**src/rtl/fetch_sequencer.sv**
```systemverilog
// Instruction-fetch controller: owns the PC, captures imem words into a valid/ready output stage.
// Optional debug read port enabled by defining FETCH_DEBUG_PORT_EN.
module fetch_sequencer #(
    parameter logic [31:0] RESET_PC = 32'd0,
    parameter int unsigned CNT_W    = 16
) (
    input  logic             clk,
    input  logic             rst_n,
    input  logic             run,
    output logic [31:0]      imem_sel,
    input  logic [31:0]      imem_data,
    input  logic             redirect,
    input  logic [31:0]      redirect_pc,
    output logic             instr_valid,
    output logic [31:0]      instr,
    output logic [31:0]      instr_pc,
    input  logic             instr_ready,
    output logic             fault,
    output logic [CNT_W-1:0] fetch_cnt
`ifdef FETCH_DEBUG_PORT_EN
    ,
    input  logic             dbg_req,
    input  logic [31:0]      dbg_addr,
    output logic             dbg_ack,
    output logic [31:0]      dbg_data
`endif
);

    typedef enum logic [1:0] {
        S_IDLE,
        S_RUN,
        S_FAULT
    } state_t;

    state_t      state;
    logic [31:0] pc;
    logic        capture;

`ifdef FETCH_DEBUG_PORT_EN
    logic dbg_grant;

    // Debug only borrows the memory on edges where the fetch stage would not capture anyway.
    assign dbg_grant = (state == S_RUN) & dbg_req & (~run | (instr_valid & ~instr_ready));
    assign imem_sel  = dbg_grant ? dbg_addr : pc;
    assign capture   = run & (~instr_valid | instr_ready) & ~dbg_grant;

    always_ff @(posedge clk or negedge rst_n) begin
        if (!rst_n) begin
            dbg_ack  <= 1'b0;
            dbg_data <= '0;
        end else begin
            dbg_ack <= dbg_grant;
            if (dbg_grant) begin
                dbg_data <= imem_data;
            end
        end
    end
`else
    assign imem_sel = pc;
    assign capture  = run & (~instr_valid | instr_ready);
`endif

    always_ff @(posedge clk or negedge rst_n) begin
        if (!rst_n) begin
            state       <= S_IDLE;
            pc          <= RESET_PC;
            instr_valid <= 1'b0;
            instr       <= '0;
            instr_pc    <= '0;
            fault       <= 1'b0;
            fetch_cnt   <= '0;
        end else begin
            // Counted even when a redirect flushes the stage: the consumer already took it.
            if (instr_valid & instr_ready) begin
                fetch_cnt <= fetch_cnt + 1'b1;
            end
            case (state)
                S_IDLE: begin
                    state <= S_RUN;
                end
                S_RUN: begin
                    if (redirect && (redirect_pc[1:0] != 2'b00)) begin
                        state       <= S_FAULT;
                        fault       <= 1'b1;
                        instr_valid <= 1'b0;
                    end else if (redirect) begin
                        pc          <= redirect_pc;
                        instr_valid <= 1'b0;
                    end else if (capture) begin
                        instr       <= imem_data;
                        instr_pc    <= pc;
                        instr_valid <= 1'b1;
                        pc          <= pc + 32'd4;
                    end else if (instr_valid && instr_ready && !run) begin
                        instr_valid <= 1'b0;
                    end
                end
                S_FAULT: begin
                    instr_valid <= 1'b0;
                    fault       <= 1'b1;
                end
                default: begin
                    state <= S_FAULT;
                end
            endcase
        end
    end

endmodule

```
**config.mk**
```make
export PLATFORM = sky130hd
export DESIGN_NAME = fetch_sequencer
export DESIGN_NICKNAME = d
export VERILOG_FILES = /design/src/rtl/fetch_sequencer.sv
export SDC_FILE = /design/constraint.sdc
export NUM_CORES = 1
export LEC_CHECK = 0
export CAP_MARGIN = 20
export CORE_MARGIN = 4
export CORE_UTILIZATION = 30
export CTS_BUF_LIST = sky130_fd_sc_hd__clkbuf_8
export DETAILED_ROUTE_END_ITERATION = 8
export DONT_BUFFER_PORTS = 1
export RECOVER_POWER = 25
export SLEW_MARGIN = 20
export SYNTH_ARGS = -nofsm -noshare
export SYNTH_HDL_FRONTEND = slang
export SYNTH_SLANG_ARGS = --single-unit
```
**constraint.sdc**
```tcl
create_clock -name clk -period 2.9 [get_ports clk]
set_input_delay 0.87 -clock clk [delete_from_list [all_inputs] [get_ports clk]]
set_output_delay 0.87 -clock clk [all_outputs]
set_load 0.05 [all_outputs]
```
* After elaboration in Yosys (flattened, before gate mapping)
Cells that the tools add are included.
Word-level totals: register bits 116, input bits 69, output and inout port bits 114, word-level logic and storage cells 44
Cells by class: add/sub/neg operators 2, equality and inequality tests 4, muxes and demuxes 11, bitwise gates (word level) 7, reduce and logical (&&, ||, !) cells 13
Operators by type and width (number):
- $mux W32 | 2
- $add A32 B3 Y32 const B | 1
- $add A16 B1 Y16 const B | 1
- $pmux W2 S3 | 1
- $reduce_and A2 Y1 | 3
- $reduce_bool A2 Y1 | 3
- $mux W1 | 5
- $ne A5 B5 Y1 const B | 1
- $not A1 Y1 | 4
- $pmux W1 S2 | 2
- $reduce_and A4 Y1 | 1
- $logic_and A1 B1 Y1 | 3
- $reduce_and A3 Y1 | 1
- $and A1 B1 Y1 | 2
- $eq A2 B1 Y1 const B | 1
- $eq A2 B2 Y1 const B | 1
- $logic_not A2 Y1 | 1
- $mux W2 | 1
- $ne A2 B2 Y1 const B | 1
- $logic_not A1 Y1 | 1
- $or A1 B1 Y1 | 1

* Longest topological paths before layout
depth after elaboration 7, gate-level depth with buffers 7, gate-level depth less buffers 6

* Worst setup path after synthesis
Ideal clock, no wire load.
path kind reg-to-reg, from register pc[2], in the netlist imem_sel[2], to register pc[18], in the netlist imem_sel[18], library setup time 0.121 ns, arrival time 2.042 ns, required time 2.779 ns, slack 0.737 ns, cell stages (with the launch flop) 8, buffers on the path 1, cells stage by stage dfrtp_1 ha_1 nand4_1 or3_1 buf_6 nor2_2 a31oi_1 o22a_1
Between the ends: longest elaborated chain between the ends 3
RTL lines:
- start: declaration | line 36 | logic [31:0] pc;
- start signal: assignment | line 87 | pc <= redirect_pc;
- start signal: assignment | line 93 | pc <= pc + 32'd4;
- $add A32 B3 Y32 | line 93
- $mux W32 | line 89 | end else if (capture) begin
- $mux W32 | line 86 | end else if (redirect) begin
No other way between the ends. The select of a mux whose other input is x is not followed. A chain may end at the register's enable or synchronous reset.

* Worst setup path in the final report
from register pc[11], in the netlist imem_sel[11], to register pc[28], in the netlist imem_sel[28]
Same word-level chain as after synthesis.

==> results.cfg <==
[power_and_ir_drop]
ir_drop_v = 0.000433
power_density_mw_per_mm2 = 1020
p_switching_w = 0.00275
p_leak_nw = 2.64
p_comb_share_pct = 15.3
pwr-share-clk_pct = 28.3
p_seq_share_pct = 56.4
power.internal_w = 0.00348
switching_share_pct = 44.2

[floorplan]
fp.coreArea_mm2 = 0.0172
start_util_pct = 30.4
fp.dieArea_mm2 = 0.0196
ios = 183
rows = 48
die_w_um = 140
die_y_um = 140

[timing]
rsz0062_at_grt = no
fin_crit_sh_pct = 79.8
setup_tns_ns = 0
hold_viol_final = 0
clock.fmax_mhz = 432
period_needed_ns = 2.31
setup_viol = 0
slew_violations = 0
tightestPinTransition_ns = 0.717
clock_skew_ns = 0.00891
slew-limit-headroom_pct = 52.2

[yosys]
synth-warning-count = 0
ys_async_sr_fraction_pct = 100
ys_top_cells_by_count = dfrtp_1 (116), mux2_2 (65), nand2_1 (30), nor2_1 (30), o21ai_0 (21)
yosysUniqueCellTypes = 64
seq_area_frac_synth_pct = 55.4
synth_seq_cells = 116
synthTopCellsByArea = dfrtp_1 (55%), mux2_2 (14%), nand2_1 (2.1%)
netlist_instances = 446
synth-edff-count = 0
synth_ff_type = dfrtp_1
syn-num-nets = 517
synth_most_common_cell = dfrtp_1
syn_area_mm2 = 0.00524
synth.top_cell.area_share_pct = 55.4
postSynthAreaPerCell_um2 = 11.8
synth_top_cell_by_area = dfrtp_1

[global_route]
grt_usage_pct = 13.9
grt-ovfl-total = 0
antenna_found_initial = 1
first_global_vias = 3761
grt_max_degree = 117
grt_pass1_wl_mm = 21.4

[route]
routed_via_density = 5.25
vias = 3693
drt_first_pass_iters = 4
drc = 0
postRouteAntennaNets = 0
wl_per_cell_um = 19.4
wl_mm = 13.7
drt_iter0_markers = 147

[setup_path]
endpoint_kind = flip-flop
rr_worst_depth = 5
cp_data_arrival_time_ns = 2.64
critPathKind = flip-flop to flip-flop
crit_required_ns = 3.22
worst_setup_path_start_kind = flip-flop
path_max_fanout = 7

[clock_network]
htree_levels = 4
clk_transition_reported_paths_ns = 0.08
ctsRootBufferMaster = clkbuf_8
cts_buffers = 17
cts_hold_buf = 0
cts.sinks = 116
clkLatencyLatePin_ns = 0.43
cts.path.max_buffers = 2
post_cts_buffers = 0
cts_tree = done
cts_resized = 0

[final_layout]
finalNonFillerCells = 704
area_growth_syn_to_layout_pct = 16.1
nets = 537
drive_above_1_share_pct = 28.2
antennaDiodeCount = 0

[flow_run]
max-cap-violations = 0

[placement]
io_buffers = 0
gp_congestion = 0.798
hpwl_mm = 9.82
dp_cells = 672

[hold_path]
min_path_type = input port to async pin

[status]
status = finished clean
-- flip-flops by register name, summed over array words and instances, names as in the netlist --
name	cells
instr_valid	1
imem_sel	32
instr_pc	32
state	2
fault	1
fetch_cnt	16
instr	32
-- through the flow --
step                utilization [%]  instance area (um^2)  setup slack [ns]  hold slack (ns)  power [W]
floorplan                         -                  5240             0.737            0.537    0.00418
global placement               32.5                  5610             0.466            0.567    0.00447
detailed placement             32.5                  5610             0.436            0.577    0.00452
CTS                            35.3                  6090             0.602           0.0839    0.00632
global route                   35.3                  6090             0.439           0.0777    0.00653
finish                         35.3                  6090             0.585            0.130    0.00624
-- power groups by stage --
stage	Sequential (W)	Clock, W	Combinational [W]
floorplan	0.00371	0	0.000475
CTS	0.00353	0.00183	0.000962
global placement	0.00354	0	0.000928
finish	0.00352	0.00177	0.000953
global route	0.00358	0.00191	0.00104
detailed placement	0.00356	0	0.000959
-- area by class of cell --
| type | instances | area [um^2] |
|---|---|---|
| well taps | 225 | 282 |
| flip-flops and latches | 116 | 2900 |
| multi-input cells | 298 | 2200 |
| clock buffers | 20 | 275 |
| inverters | 10 | 37.5 |
| repair buffers | 23 | 185 |
| fillers | 1744 | 11100 |
| clock inverters | 12 | 201 |
-- layer usage --
metal	track usage (%)	part of all wire (%)
met1	15.9	39
met2	22.5	49
met3	6.66	9.8
met4	5.35	1.6
met5	0	0.15
-- kinds of logic after synthesis --
family	share of synthesized area (%)
AO/OA/AOI/OAI	11.3
multiplexers	14.2
buffers and inverters	2.77
AND/OR/NAND/NOR	13.4
adder cells (fa/ha/maj)	0.477
flip-flops	55.4
XOR/XNOR	2.51
-- layout by cell type, fill, tap and decap left out, types with 3 or more instances in the layout --
cell,instances
nor2b_1,3
inv_1,9
nand2_1,30
a21oi_1,14
o31ai_1,4
nand3_1,15
buf_4,22
xor2_1,4
o21ai_0,21
and4_1,4
nand4_1,8
a211oi_1,3
nor4_1,3
o22ai_1,4
clkinvlp_4,5
mux2_2,65
a31oi_1,4
clkbuf_8,20
a22oi_1,4
dfrtp_1,116
nor3_1,9
and3_1,7
bufinv_16,5
xnor2_1,11
nor2_1,30
and2_1,4
o2bb2ai_1,4
-- path summary, 6_finish.rpt --
path	startpoint	end	slack, ns
hold reg to reg	state[0]	instr_valid	0.61
max in group asynchronous	rst_n	instr[23]	2.64
setup reg to reg	imem_sel[11]	imem_sel[28]	0.59
hold / removal	rst_n	fetch_cnt[9]	0.13
min in group clk	imem_data[19]	instr[19]	0.59
setup / recovery	imem_sel[11]	imem_sel[28]	0.59
-- worst max-delay path, stage by stage (launching register included) --
cell and delay, ns:
dfrtp_1 0.80, nand4_4 0.21, nor3_1 0.53, and2_1 0.30, nand2_1 0.11, o221a_2 0.26
No activity file was read; power rests on OpenSTA's default activity.
